**src/rtl/wb_pkg.sv**
```systemverilog
// Shared definitions for the writeback stage: opcode classes, load subtypes
// and the default peripheral/DMEM address split.
package wb_pkg;

    localparam logic [5:0] OP_NOP = 6'b000000;

    localparam logic [2:0] LOAD_PREFIX   = 3'b100;
    localparam logic [2:0] STORE_PREFIX  = 3'b101;
    localparam logic [2:0] BRANCH_PREFIX = 3'b110;
    localparam logic [3:0] MUL_PREFIX    = 4'b1111;

    localparam int PERIPH_BASE_DEFAULT = 512;

    typedef enum logic [2:0] {
        LD_LB  = 3'b000,
        LD_LH  = 3'b001,
        LD_LW  = 3'b010,
        LD_LBU = 3'b100,
        LD_LHU = 3'b101
    } load_sub_e;

    typedef enum logic [2:0] {
        CLASS_ALU,
        CLASS_LOAD,
        CLASS_STORE,
        CLASS_BRANCH,
        CLASS_MUL
    } op_class_e;

    function automatic op_class_e classify(input logic [5:0] op);
        if (op[5:2] == MUL_PREFIX)
            return CLASS_MUL;
        else if (op[5:3] == LOAD_PREFIX)
            return CLASS_LOAD;
        else if (op[5:3] == STORE_PREFIX)
            return CLASS_STORE;
        else if (op[5:3] == BRANCH_PREFIX)
            return CLASS_BRANCH;
        else
            return CLASS_ALU;
    endfunction

    function automatic logic writes_rd(input op_class_e cls);
        return (cls == CLASS_ALU) || (cls == CLASS_LOAD) || (cls == CLASS_MUL);
    endfunction

endpackage

```
**src/rtl/load_align.sv**
```systemverilog
// Little-endian byte/halfword extraction with sign or zero extension for loads,
// plus detection of halfword/word accesses that straddle their natural alignment.
module load_align
    import wb_pkg::*;
(
    input  logic [31:0] word,
    input  logic [1:0]  offset,
    input  logic [2:0]  subtype,
    output logic [31:0] value,
    output logic        misaligned
);

    logic [7:0]  byte_sel;
    logic [15:0] half_sel;

    always_comb begin
        case (offset)
            2'd0:    byte_sel = word[7:0];
            2'd1:    byte_sel = word[15:8];
            2'd2:    byte_sel = word[23:16];
            default: byte_sel = word[31:24];
        endcase
        half_sel = offset[1] ? word[31:16] : word[15:0];
    end

    // Unknown subtype codes fall into the word case on purpose.
    always_comb begin
        value      = word;
        misaligned = 1'b0;
        case (subtype)
            LD_LB:  value = {{24{byte_sel[7]}}, byte_sel};
            LD_LBU: value = {24'b0, byte_sel};
            LD_LH: begin
                value      = {{16{half_sel[15]}}, half_sel};
                misaligned = offset[0];
            end
            LD_LHU: begin
                value      = {16'b0, half_sel};
                misaligned = offset[0];
            end
            default: begin
                value      = word;
                misaligned = (offset != 2'b00);
            end
        endcase
    end

endmodule

```
**src/rtl/pipeline_wb.sv**
```systemverilog
// Writeback stage: picks and aligns the result, drives the registered regfile
// write port, keeps a one-deep forwarding copy and counts retired instructions.
module pipeline_wb
    import wb_pkg::*;
#(
    parameter int COUNT_W     = 32,
    parameter int PERIPH_BASE = PERIPH_BASE_DEFAULT
) (
    input  logic               clk,
    input  logic               reset,
    input  logic [5:0]         opcode_i,
    input  logic [31:0]        alu_out_i,
    input  logic [4:0]         rd_i,
    input  logic               stall_i,
    input  logic               valid_stall_i,
    input  logic [31:0]        peripheral_read_i,
    input  logic [31:0]        dmem_read_i,
    input  logic [31:0]        mul_read_i,
    output logic               rf_we_o,
    output logic [4:0]         rf_waddr_o,
    output logic [31:0]        rf_wdata_o,
    output logic               fwd_valid_o,
    output logic [4:0]         fwd_rd_o,
    output logic [31:0]        fwd_data_o,
    output logic               misalign_o,
    output logic [COUNT_W-1:0] retired_o
);

    localparam logic [31:0]        PERIPH_BASE_W = 32'(PERIPH_BASE);
    localparam logic [COUNT_W-1:0] COUNT_ONE     = COUNT_W'(1);

    op_class_e   op_class;
    logic        consume;
    logic [31:0] src_word;
    logic [31:0] load_value;
    logic        load_misaligned;
    logic        misaligned;
    logic        do_write;
    logic [31:0] result;

    load_align u_load_align (
        .word       (src_word),
        .offset     (alu_out_i[1:0]),
        .subtype    (opcode_i[2:0]),
        .value      (load_value),
        .misaligned (load_misaligned)
    );

    // A held instruction under valid_stall_i is only taken once the stall drops.
    always_comb begin
        op_class   = classify(opcode_i);
        consume    = !valid_stall_i && !stall_i && (opcode_i != OP_NOP);
        src_word   = (alu_out_i >= PERIPH_BASE_W) ? peripheral_read_i : dmem_read_i;
        misaligned = (op_class == CLASS_LOAD) && load_misaligned;
        do_write   = writes_rd(op_class) && (rd_i != 5'd0) && !misaligned;
    end

    always_comb begin
        case (op_class)
            CLASS_MUL:  result = mul_read_i;
            CLASS_LOAD: result = load_value;
            default:    result = alu_out_i;
        endcase
    end

    // Misaligned loads, stores and rd==0 writes still retire even though nothing is written.
    always_ff @(posedge clk) begin
        if (!reset) begin
            rf_we_o     <= 1'b0;
            rf_waddr_o  <= 5'd0;
            rf_wdata_o  <= 32'd0;
            fwd_valid_o <= 1'b0;
            fwd_rd_o    <= 5'd0;
            fwd_data_o  <= 32'd0;
            misalign_o  <= 1'b0;
            retired_o   <= '0;
        end else begin
            fwd_valid_o <= rf_we_o;
            fwd_rd_o    <= rf_waddr_o;
            fwd_data_o  <= rf_wdata_o;
            if (consume) begin
                rf_we_o    <= do_write;
                rf_waddr_o <= rd_i;
                rf_wdata_o <= result;
                misalign_o <= misaligned;
                retired_o  <= retired_o + COUNT_ONE;
            end else begin
                rf_we_o    <= 1'b0;
                misalign_o <= 1'b0;
            end
        end
    end

endmodule

```
**config.mk**
```make
export PLATFORM = sky130hd
export DESIGN_NAME = pipeline_wb
export DESIGN_NICKNAME = d
export VERILOG_FILES = /design/src/rtl/wb_pkg.sv /design/src/rtl/load_align.sv /design/src/rtl/pipeline_wb.sv
export SDC_FILE = /design/constraint.sdc
export NUM_CORES = 1
export LEC_CHECK = 0
export BUFFER_PORTS_ARGS = -buffer_cell sky130_fd_sc_hd__buf_2
export CAP_MARGIN = 20
export CORE_ASPECT_RATIO = 1.1
export CORE_MARGIN = 3
export CORE_UTILIZATION = 44
export CTS_BUF_LIST = sky130_fd_sc_hd__clkbuf_8
export DETAILED_ROUTE_END_ITERATION = 10
export GPL_TIMING_DRIVEN = 0
export PLACE_DENSITY = 0.79
export SYNTH_ARGS = -nofsm -noshare
export SYNTH_HDL_FRONTEND = slang
export SYNTH_SLANG_ARGS = --single-unit
```
**constraint.sdc**
```tcl
create_clock -name clk -period 2.2 [get_ports clk]
set_input_delay 0.22 -clock clk [delete_from_list [all_inputs] [get_ports clk]]
set_output_delay 0.22 -clock clk [all_outputs]
set_load 0.1 [all_outputs]
```
* Word-level counts from Yosys, hierarchy flattened
Cells that the tools add are included.
Word-level totals: bits in registers 109, input port bits 143, logic and storage cells 50, output and inout bits 109
Cells by class: add/sub/neg operators 1, equal/unequal tests 11, reduce and logical (&&, ||, !) cells 19, muxes and demuxes 10, order comparisons 1
Operators by type and width (number):
- $pmux 32 s4 | 1
- $pmux 32 s2 | 1
- $add 32x1->32 const B | 1
- $ge 32x10->1 const B | 1
- $mux 32 | 1
- $pmux 8 s3 | 1
- $eq 3x3->1 const B | 6
- $mux 16 | 1
- $eq 3x1->1 const B | 2
- $logic_not 3->1 | 2
- $mux 2 | 3
- $reduce_bool 6->1 | 1
- $logic_and 1x1->1 | 5
- $reduce_bool 5->1 | 1
- $eq 4x4->1 const B | 1
- $reduce_or 2->1 | 2
- $logic_not 1->1 | 3
- $mux 3 | 1
- $eq 2x1->1 const B | 1
- $eq 2x2->1 const B | 1
- $logic_not 2->1 | 1
- $logic_or 1x1->1 | 2
- $pmux 1 s2 | 1
- $reduce_and 2->1 | 1
- $reduce_bool 2->1 | 1

* Logic depth before layout (Yosys ltp)
Gate-level depths: netlist of the first run.
depth in word-level cells 10, depth in mapped cells 8, mapped depth without buffers 7

* Cells and area by module
From an unflattened synthesis of the first run, not the netlist that was laid out.
Unflattened totals: cells, all modules 631, area, all modules 5504.0 µm²
Modules (own cells, without submodules):
- pipeline_wb | area an instance 4704.5 µm², instances 1, seq. area each 2182.1 µm², cells each 524
- load_align | area an instance 799.5 µm², instances 1, seq. area each 0.0 µm², cells each 107

* Least setup slack after synthesis of the first run
No wires, ideal clock.
kind flip-flop to flip-flop, start reg retired_o[19], end reg retired_o[31], stages on the path, launching flop included 7, path buffers 0, setup slack -0.477 ns, setup time 0.115 ns, period minus slack after synthesis 2.677 ns, arrival time 2.562 ns, required time 2.085 ns, cells stage by stage dfxtp_1 nand4_1 nor4_1 nand4_1 nor3_1 xor2_1 and2_1
Between the ends: longest elaborated chain between the ends 1
Ends and longest elaborated chain:
- start, declared | RTL line pipeline_wb.sv:26 | output logic [COUNT_W-1:0] retired_o
- start signal, assigned | RTL line pipeline_wb.sv:86 | retired_o <= retired_o + COUNT_ONE;
- $add 32x1->32 | RTL line pipeline_wb.sv:86
Every way passes these cells. A chain may end at the register's enable or synchronous reset.

* Final worst setup path of the first run
start in alu_out_i[31], end reg rf_wdata_o[24]
Between the ends: longest elaborated chain between the ends 5, elaborated cells between the ends (all ways) 6, those cells by class 1 x order compare; 5 x mux
Ends and longest elaborated chain:
- start, declared | RTL line pipeline_wb.sv:12 | input logic [31:0] alu_out_i,
- $ge 32x10->1 * | RTL line pipeline_wb.sv:53 | src_word = (alu_out_i >= PERIPH_BASE_W) ? peripheral_read_i : dmem_read_i;
- $mux 32 * | RTL line pipeline_wb.sv:53
- $pmux 8 s3 or $mux 16 (tied branches) | RTL line load_align.sv:17, load_align.sv:23
- $pmux 32 s4 * | RTL line load_align.sv:30 | case (subtype)
- $pmux 32 s2 * | RTL line pipeline_wb.sv:59 | case (op_class)
- end signal, assigned | RTL line pipeline_wb.sv:84 | rf_wdata_o <= result;
- end, declared | RTL line pipeline_wb.sv:21 | output logic [31:0] rf_wdata_o,
Mark *: on every way between the ends. The rest lies on a longest branch, timed or not.

==> results of run 1 <==
repair_timing:
| action | 4_1_cts | 5_1_grt |
|---|---|---|
| pin swaps | 4 | 5 |
| gates cloned | 0 | 0 |
| gates resized for setup | 4 | 11 |
| buffers inserted | 3 | 5 |
| setup endpoints to repair | 30 | 37 |
power by group:
part           total (uW)  leakage, uW  switching [uW]  internal [uW]
sequential           2090     0.000904            45.6           2050
combinational        1220      0.00213             931            291
clock                1230    0.0000982             762            471
cell type report:
type                    count  share of cell area (%)
plain buffers              40                    2.44
clock buffers              10                    1.93
clock inverters             6                   0.861
inverters                   8                   0.422
multi-input cells         414                    42.1
flip-flops and latches    109                    31.3
well taps                 150                    2.64
repair buffers            257                    18.3
logic make-up after synthesis:
logic type	Yosys count	synth area share, %
compound gates	162	21.0
xor+xnor	24	3.96
fa+ha+maj	1	0.235
buf+inv	48	3.72
flops	109	41.1
mux	35	9.18
simple gates	192	20.9
per-layer routing:
layer  vias to the layer above  global-route usage [%]  wire length [um]
met2                       351                    47.6              9450
met3                        44                    6.13              1870
met5                         -                       0                 0
met1                      2703                    36.5              8050
li1                       2679                       -                 -
met4                         0                    10.2               595
worst paths after layout:
kind                                                 start                           to  slack (ns)
worst min register to register  rf_waddr_o[3]$_SDFFE_PN0P_       fwd_rd_o[3]$_SDFF_PN0_        0.49
worst max-delay path                         alu_out_i[31]  rf_wdata_o[24]$_SDFFE_PN0P_       -0.02
worst max register to register   retired_o[0]$_SDFFE_PN0P_   retired_o[26]$_SDFFE_PN0P_        0.23
worst min-delay path                               rd_i[1]   rf_waddr_o[1]$_SDFFE_PN0P_        0.06
layout by cell type (no fill, tap or decap), types with 11 or more instances in the layout:
cell type  synthesis  routed
a21boi_0          16      16
a21oi_1           15      14
a221oi_1          16      16
a31oi_1           16      16
and2_1            61      61
buf_2              2     250
clkbuf_1          33      31
dfxtp_1          109      83
dfxtp_2            0      21
mux2i_1           15      15
nand2_1           29      29
nor2_1            22      22
o21ai_0           48      48
xnor2_1           11      11
xor2_1            13      13
critical path: cells and delay by family:
kind / cells / cell delay (ns)
AOI/OAI and AO/OA: 2 / 0.59
buffers and inverters: 3 / 0.48
muxes: 1 / 0.37
and+or+nand+nor: 3 / 0.81
through the flow:
| stage | hold slack, ns | TNS [ns] | total power [uW] | util [%] | area, um^2 |
|---|---|---|---|---|---|
| 2_1_floorplan | 0.328 | -0.0141 | 2980 | - | 5370 |
| 3_3_place_gp | 0.449 | -21.05 | 3330 | 58.4 | 6800 |
| 6_report | 0.0618 | -0.0210 | 4550 | 61.1 | 7120 |
| 3_5_place_dp | 0.458 | -20.67 | 3330 | 58.4 | 6800 |
| 5_1_grt | 0.0529 | -0.0256 | 4710 | 61.1 | 7120 |
| 4_1_cts | 0.0540 | 0 | 4540 | 60.5 | 7050 |
flip-flops by register name (all words and copies together), names as in the netlist:
name / cells
misalign_o: 1
rf_we_o: 1
rf_wdata_o: 32
rf_waddr_o: 5
fwd_data_o: 32
retired_o: 32
fwd_rd_o: 5
fwd_valid_o: 1
==> results.md, run 1 <==
- H-tree depth: 3
- Yosys warns: 0
- Yosys top cell by area: dfxtp_1
- Final Worst Setup Slack: -0.0210 ns
- Slew Limit Fails: 0
- Final Cycle Share: 101%
- Cell Area, Synth: 0.00531 mm^2
- Overall Global Routing Usage: 28.5%
- DR vias: 5,777
- Core area: between 0.01 and 0.015 mm^2
- Final wirelength: 20,000 um
- Clock network latency to the later pin of the worst-skew pair: roughly 0.38 ns
- DIE HEIGHT: 121 um
- Power per cell area: 639 mW/mm^2
- Top_reg_cell synth: dfxtp_1
- Placed Cells: 970
- Hold_buf cts: 0
- VDD IR-drop max: 0.339 mV
- RePlAce Congestion: 0.916
- Vias in the first global route: 5,350
- Starting density of the core: 45.6%
- Least-Margin Pin Slew: 0.813 ns
- Data required time at the worst endpoint: 2.47 ns
- Nets: 983
- Layout cell share with drive strength beyond 1: 40.6%
- CTS tree: yes
- Nature of the critical path startpoint: input port
- Die width: 111 um
- Syn Nets: a little over 700
- Period minus WS final: 2.22 ns
- Top-count cell post-synth: dfxtp_1
- Setup CP Type: input port to flop
- Clock slew at the register clock pins of the worst setup and hold paths: 0.11 ns
- Fillers: 1,060
- Post-route ant nets: 0
- Number of buffers created by CTS: 9
- Multi-input gate area: 0.00300 mm^2
- DRT iter0 DRCs: 431
- Status: finished, violations left
- Mapped Avg Cell Area: 9.31 um^2
- Hold Path Stages: 3
- CP max stage cell: a222oi_1
- Min-delay worst type: input port to flop
- Port bufs: approximately 250
- Reg2Reg Depth: 7
- DRC: 0
- Drt pass-1 iters: 5
- Top cells by area, synth: dfxtp_1 (41%), and2_1 (7.2%), o21ai_0 (4.5%)
- DP HPWL: between 15,000 and 20,000 um
- Violations in the final reports: setup timing
- ANT cells: 0
- Count of different cell masters after synthesis: 51
- Setup violators final: 1
- Crit. End Element: flop
- Routed wire length per instance: 20.1 um
- Initial antenna violation count: 0
- Non-filler cells, final: 994
- First-pass GRT wire length: 29,800 um
- Register Area: 0.00223 mm^2
- EDFF count, synth: 0
- Ports: 252
- Clock skew: between 0.01 and 0.015 ns
- FMAX: approximately 0.45 GHz
- DIE AREA: 0.0134 mm^2
- Root Buffer: clkbuf_8
- Post-synth top cells: dfxtp_1 (109), and2_1 (61), o21ai_0 (48)
- Slew headroom: a little under half
- Clock buffer depth: 2
- Pin count of the biggest net entering global routing: 21
- Final hold vios: 0
- Share of the synthesized area in the top cell type: 41.1%
- Placement Setup Slack: -0.714 ns
- Async set-or-reset flop fraction in the synthesized netlist: 0%
- Area grow syn2layout: 34.0%
- Leakage: 0.00313 uW
- #FFs+latches synth: between 100 and 150
- Max Cap Viol: 0
- Clk sinks: ~110
- Critical-path maximum fanout: 10
- Total gr overflow: 0
- Worst path cell trace: buf_2 -> nor4_2 -> nand2_2 -> nor3_4 -> buf_4 -> buf_6 -> mux2_2 -> a222oi_1 -> a21oi_1
- Sequential-to-total area share from yosys stat: 41.1%
- Cell row count: between 40 and 50
- CP arrival: 2.49 ns
- Slowest cell delay on critical path: 0.47 ns
- Synth Instances: about 570
- Via/cell ratio: about 5.8
Power figures use the tool's default switching activity.
==> run 2: changes to the inputs <==
--- a/config.mk
+++ b/config.mk
@@ -7,13 +7,13 @@
 export LEC_CHECK = 0
 export BUFFER_PORTS_ARGS = -buffer_cell sky130_fd_sc_hd__buf_2
 export CAP_MARGIN = 20
-export CORE_ASPECT_RATIO = 1.1
 export CORE_MARGIN = 3
 export CORE_UTILIZATION = 44
 export CTS_BUF_LIST = sky130_fd_sc_hd__clkbuf_8
 export DETAILED_ROUTE_END_ITERATION = 10
 export GPL_TIMING_DRIVEN = 0
 export PLACE_DENSITY = 0.79
+export RECOVER_POWER = 100
 export SYNTH_ARGS = -nofsm -noshare
 export SYNTH_HDL_FRONTEND = slang
 export SYNTH_SLANG_ARGS = --single-unit
==> results.md, run 2 (synthesized netlist as in run 1, its figures left out) <==
- Core area: 0.0116 mm^2
- H-tree depth: 3
- RePlAce Congestion: 0.936
- Status: finished, violations left
- Die width: around 120 um
- Violations in the final reports: setup timing
- First-pass GRT wire length: around 29,000 um
- Clk sinks: 109
- Vias in the first global route: 5,444
- R2r endpoint: retired_o[25]$_SDFFE_PN0P_
- VDD IR-drop max: 0.427 mV
- Reg2Reg Depth: 7
- Worst R2R Start: retired_o[2]$_SDFFE_PN0P_
- Port bufs: 249
- Max Cap Viol: 0
- DRC: 0
- Setup CP Type: input port to flop
- Post-route ant nets: 0
- CTS tree: yes
- DIE AREA: around 0.013 mm^2
- Most common cell after layout, fill and taps aside: clkbuf_1
- DR vias: 5,871
- Register Area: 0.00222 mm^2
- Slowest cell delay on critical path: about 0.46 ns
- Starting density of the core: 45.8%
- Period minus WS final: 2.21 ns
- DP HPWL: between 15,000 and 20,000 um
- Overall Global Routing Usage: 28.2%
- Hold_buf cts: 0
- Leakage: ~0.0027 uW
- Final Cycle Share: 101%
- Final Worst Setup Slack: -0.0150 ns
- DIE HEIGHT: 116 um
- Clock skew: ~0.012 ns
- Clock slew at the register clock pins of the worst setup and hold paths: 0.10 ns
- WHS: 0.0617 ns
- Final wirelength: 19,700 um
- Worst path cell trace: buf_2 -> nor4_2 -> nand2_2 -> nor3_4 -> buf_6 -> mux2_2 -> a222oi_1 -> a21oi_1
- Cell row count: 39
- Root Buffer: clkbuf_8
- Hold Path Stages: 3
- Initial antenna violation count: 0
- Total gr overflow: 0
- Critical-path maximum fanout: 10
- HP Start: rd_i[2]
- Setup violators final: 1
- Drt pass-1 iters: 5
- Slew headroom: a little under a fifth
- Ports: 252
- Pin count of the biggest net entering global routing: 18
- Flop2flop setup slack: 0.17 ns
- Least-Margin Pin Slew: 1.22 ns
- Power per cell area: around 630 mW/mm^2
- Layout cell share with drive strength beyond 1: 27.1%
- Sum of negative setup slack: -0.0150 ns
- Min-delay worst type: input port to flop
- CP arrival: 2.47 ns
- DRT iter0 DRCs: 443
- Fillers: ~1,200
- Placed Cells: 963
- Nets: 984
- Routed wire length per instance: 20.0 um
- Area grow syn2layout: 30.3%
- CP max stage cell: a222oi_1
- Multi-input gate area: 0.00298 mm^2
- Commonest non-fill, non-tap cells in the layout: clkbuf_1 (140), buf_2 (139), dfxtp_1 (84)
- Data required time at the worst endpoint: roughly 2.5 ns
- Clock buffer depth: 2
- Crit. End Element: flop
- ANT cells: 0
- Slew Limit Fails: 0
- RSZ-0062 raised after global routing: false
- Final core utilization: 59.6%
- Clock network latency to the later pin of the worst-skew pair: 0.38 ns
- Final hold vios: 0
- Number of buffers created by CTS: 9
- Hold EP: rf_waddr_o[2]$_SDFFE_PN0P_
- Top Registers: fwd_data_o x32, retired_o x32, rf_wdata_o x32
- Non-filler cells, final: 987
- Placement Setup Slack: -0.577 ns
- Via/cell ratio: slightly below 6
- FMAX: 0.451 GHz
- Nature of the critical path startpoint: input port
-- run 2: how the worst max path moves through the flow --
stage                                from                          end  slack (ns)
2_1_floorplan  retired_o[21]$_SDFFE_PN0P_   retired_o[31]$_SDFFE_PN0P_       -0.01
3_3_place_gp                alu_out_i[25]  rf_wdata_o[23]$_SDFFE_PN0P_       -0.54
3_5_place_dp                alu_out_i[25]  rf_wdata_o[23]$_SDFFE_PN0P_       -0.58
4_1_cts                     alu_out_i[16]  rf_wdata_o[29]$_SDFFE_PN0P_        0.01
5_1_grt                     alu_out_i[21]  rf_wdata_o[24]$_SDFFE_PN0P_       0.004
6_report                    alu_out_i[21]  rf_wdata_o[24]$_SDFFE_PN0P_       -0.01
-- run 2: metrics by stage --
step | power, uW | instance area (um^2)
floorplan | 2980 | 5370
global placement | 3320 | 6790
detailed placement | 3330 | 6790
CTS | 4400 | 6990
global route | 4540 | 6920
finish | 4380 | 6920
-- run 2: routing by layer --
metal,global-route usage [%],vias up,share of wire [%]
li1,-,2677,-
met1,36.9,2756,40
met2,45.4,375,47
met3,6.63,63,10
met4,10.8,0,3.5
met5,0,-,0
-- run 2: final cells by class --
type | count | share of cell area (%)
well taps | 143 | 2.58
clock buffers | 9 | 1.79
repair buffers | 258 | 17.0
multi-input cells | 414 | 43.1
flip-flops and latches | 109 | 32.1
clock inverters | 6 | 0.488
plain buffers | 40 | 2.55
inverters | 8 | 0.434
-- run 2: timing repair --
item | CTS | global route
pin swaps | 2 | 4
setup endpoints to repair | 25 | 36
buffers inserted | 2 | 7
gates resized for setup | 4 | 9
-- run 2: where the power goes --
part,leakage (uW),internal (uW),switching [uW]
Sequential,0.000903,2050,48.9
Combinational,0.00166,263,922
Clock,0.0000932,400,695
Total,0.00265,2710,1670
-- run 2: worst max-delay path, delay by kind of cell --
kind | cells | cell delay [ns]
and+or+nand+nor | 3 | 0.94
buffers and inverters | 2 | 0.35
AOI/OAI and AO/OA | 2 | 0.59
muxes | 1 | 0.36
==> run 3: changes to the inputs <==
==> constraint.sdc (replaced) <==
create_clock -name clk -period 2.2 [get_ports clk]
set_input_delay 0.44 -clock clk [delete_from_list [all_inputs] [get_ports clk]]
set_output_delay 0.44 -clock clk [all_outputs]
set_load 0.1 [all_outputs]
==> results.md, run 3 (synthesized netlist as in run 1, its figures left out) <==
- Max Cap Viol: 0
- Switching Share: 36.6%
- DP HPWL: 15,600 um
- Core area: between 0.01 and 0.015 mm^2
- Area grow syn2layout: 37.6%
- Int Power: 2940 uW
- Drt pass-1 iters: 6
- Leakage: 0.00314 uW
- Final Power: approximately 4600 uW
- Flop2flop setup slack: 0.16 ns
- Placed Cells: 963
- Status: finished, final reports clean
- Data required time at the worst endpoint: between 2 and 2.5 ns
- Min-delay worst type: input port to flop
- Most common cell after layout, fill and taps aside: buf_2
- VDD IR-drop max: approximately 0.55 mV
- Routed wire length per instance: 20.2 um
- Via/cell ratio: 5.85
- Layout cell share with drive strength beyond 1: roughly 43%
- Setup violators final: 0
- Nets: 992
- Final hold vios: 0
- First-pass GRT wire length: 29,900 um
- Non-filler cells, final: 998
- DIE HEIGHT: 116 um
- Number of buffers created by CTS: 9
- Ports: 252
- Fillers: about 1,100
- Commonest non-fill, non-tap cells in the layout: buf_2 (141), clkbuf_2 (117), dfxtp_1 (83)
- Slew headroom: 43.6%
- Clk sinks: ~110
- Port bufs: around 250
- RePlAce Congestion: 0.931
- Critical-path maximum fanout: 10
- RSZ-0062 raised after global routing: true
- P_sw: 1700 uW
- DIE AREA: roughly 0.013 mm^2
- Pin count of the biggest net entering global routing: 18
- Power per cell area: about 630 mW/mm^2
- Final Cycle Share: 99.3%
- H-tree depth: 3
- Clock network latency to the later pin of the worst-skew pair: 0.39 ns
- Clock buffer depth: 2
- Root Buffer: clkbuf_8
- Comb power frac: 26.7%
- Worst R2R Start: retired_o[0]$_SDFFE_PN0P_
- Clock skew: about 0.014 ns
- Final instance area: 0.00731 mm^2
- HP Start: rd_i[2]
- Period minus WS final: around 2.2 ns
- DR vias: around 5,800
- CTS tree: yes
- Starting density of the core: 45.8%
- Least-Margin Pin Slew: 0.839 ns
- R2r endpoint: retired_o[14]$_SDFFE_PN0P_
- Setup CP Type: input port to flop
- Overall Global Routing Usage: 29.4%
- Nature of the critical path startpoint: input port
- Vias in the first global route: roughly 5,600
- DRT iter0 DRCs: ~470
- Cell row count: 39
- Top Registers: fwd_data_o x32, retired_o x32, rf_wdata_o x32
- Die width: around 120 um
- WHS: 0.272 ns
- Placed instance area: ~0.0068 mm^2
- Clock share of power: 28.0%
- Initial antenna violation count: 1
- Hold_buf cts: 0
- Total gr overflow: 0
- Final wirelength: a little over 20,000 um
- Post-route ant nets: 0
- Hold EP: rf_waddr_o[2]$_SDFFE_PN0P_
- Clock slew at the register clock pins of the worst setup and hold paths: approximately 0.10 ns
- Hold Path Stages: 3
- Crit. End Element: flop
- Seq pwr share: a little under half
- Slew Limit Fails: 0
- FMAX: approximately 0.46 GHz
- Reg2Reg Depth: 7
- CP arrival: ~2.5 ns
- DRC: 0
## run 3: worst max path at each step
stage / endpoint / from / cells past startpoint / slack (ns)
3_5_place_dp: rf_wdata_o[4]$_SDFFE_PN0P_ / opcode_i[3] / 8 / -0.74
3_3_place_gp: rf_wdata_o[1]$_SDFFE_PN0P_ / opcode_i[3] / 8 / -0.73
5_1_grt: rf_wdata_o[23]$_SDFFE_PN0P_ / alu_out_i[14] / 8 / -0.04
6_report: rf_wdata_o[1]$_SDFFE_PN0P_ / alu_out_i[14] / 10 / 0.01
2_1_floorplan: rf_wdata_o[22]$_SDFFE_PN0P_ / alu_out_i[29] / 7 / -0.05
4_1_cts: rf_wdata_o[25]$_SDFFE_PN0P_ / alu_out_i[25] / 8 / 0.0002
## run 3: critical path, cell delays in order
cell and delay, ns:
buf_2 0.12, nor4_4 0.35, nand2_4 0.14, nor3_4 0.29
buf_4 0.17, buf_4 0.12, buf_8 0.16, mux4_2 0.38
o221ai_1 0.21, a21oi_1 0.07
## run 3: cell type report
type	count	area, um^2	area share (%)
repair buffers	266	1400	19.1
clock inverters	5	58.8	0.804
well taps	143	179	2.45
inverters	8	30.0	0.411
clock buffers	11	151	2.07
diodes	2	5.00	0.0685
plain buffers	40	195	2.67
flip-flops and latches	109	2230	30.5
multi-input cells	414	3070	41.9
## run 3: what timing repair did
action / in CTS / in global routing
pin swaps: 5 / 10
setup endpoints to repair: 33 / 43
gates cloned: 0 / 1
resized for setup: 7 / 32
buffers inserted: 9 / 7
## run 3: through the flow
step / TNS, ns / utilization (%) / setup WS [ns]
6_report: 0 / 62.9 / 0.0144
3_3_place_gp: -27.81 / 58.9 / -0.734
4_1_cts: 0 / 61.6 / 0.000152
2_1_floorplan: -0.507 / - / -0.0542
5_1_grt: -0.340 / 62.9 / -0.0386
3_5_place_dp: -27.62 / 58.9 / -0.742
## run 3: power by group through the flow
| stage | registers, uW | clock network [uW] | logic (uW) |
|---|---|---|---|
| 6_report | 2100 | 1300 | 1240 |
| 5_1_grt | 2110 | 1400 | 1290 |
| 4_1_cts | 2100 | 1320 | 1210 |
| 3_5_place_dp | 2140 | 0 | 1200 |
| 3_3_place_gp | 2140 | 0 | 1200 |
| 2_1_floorplan | 2710 | 0 | 274 |
## run 3: routing by layer
| metal | GRT usage, % | vias to the layer above | wire length (um) |
|---|---|---|---|
| met5 | 0 | - | 0 |
| met4 | 11.4 | 0 | 663 |
| li1 | - | 2696 | - |
| met1 | 36.4 | 2767 | 7820 |
| met3 | 8.25 | 39 | 1990 |
| met2 | 48.4 | 340 | 9670 |
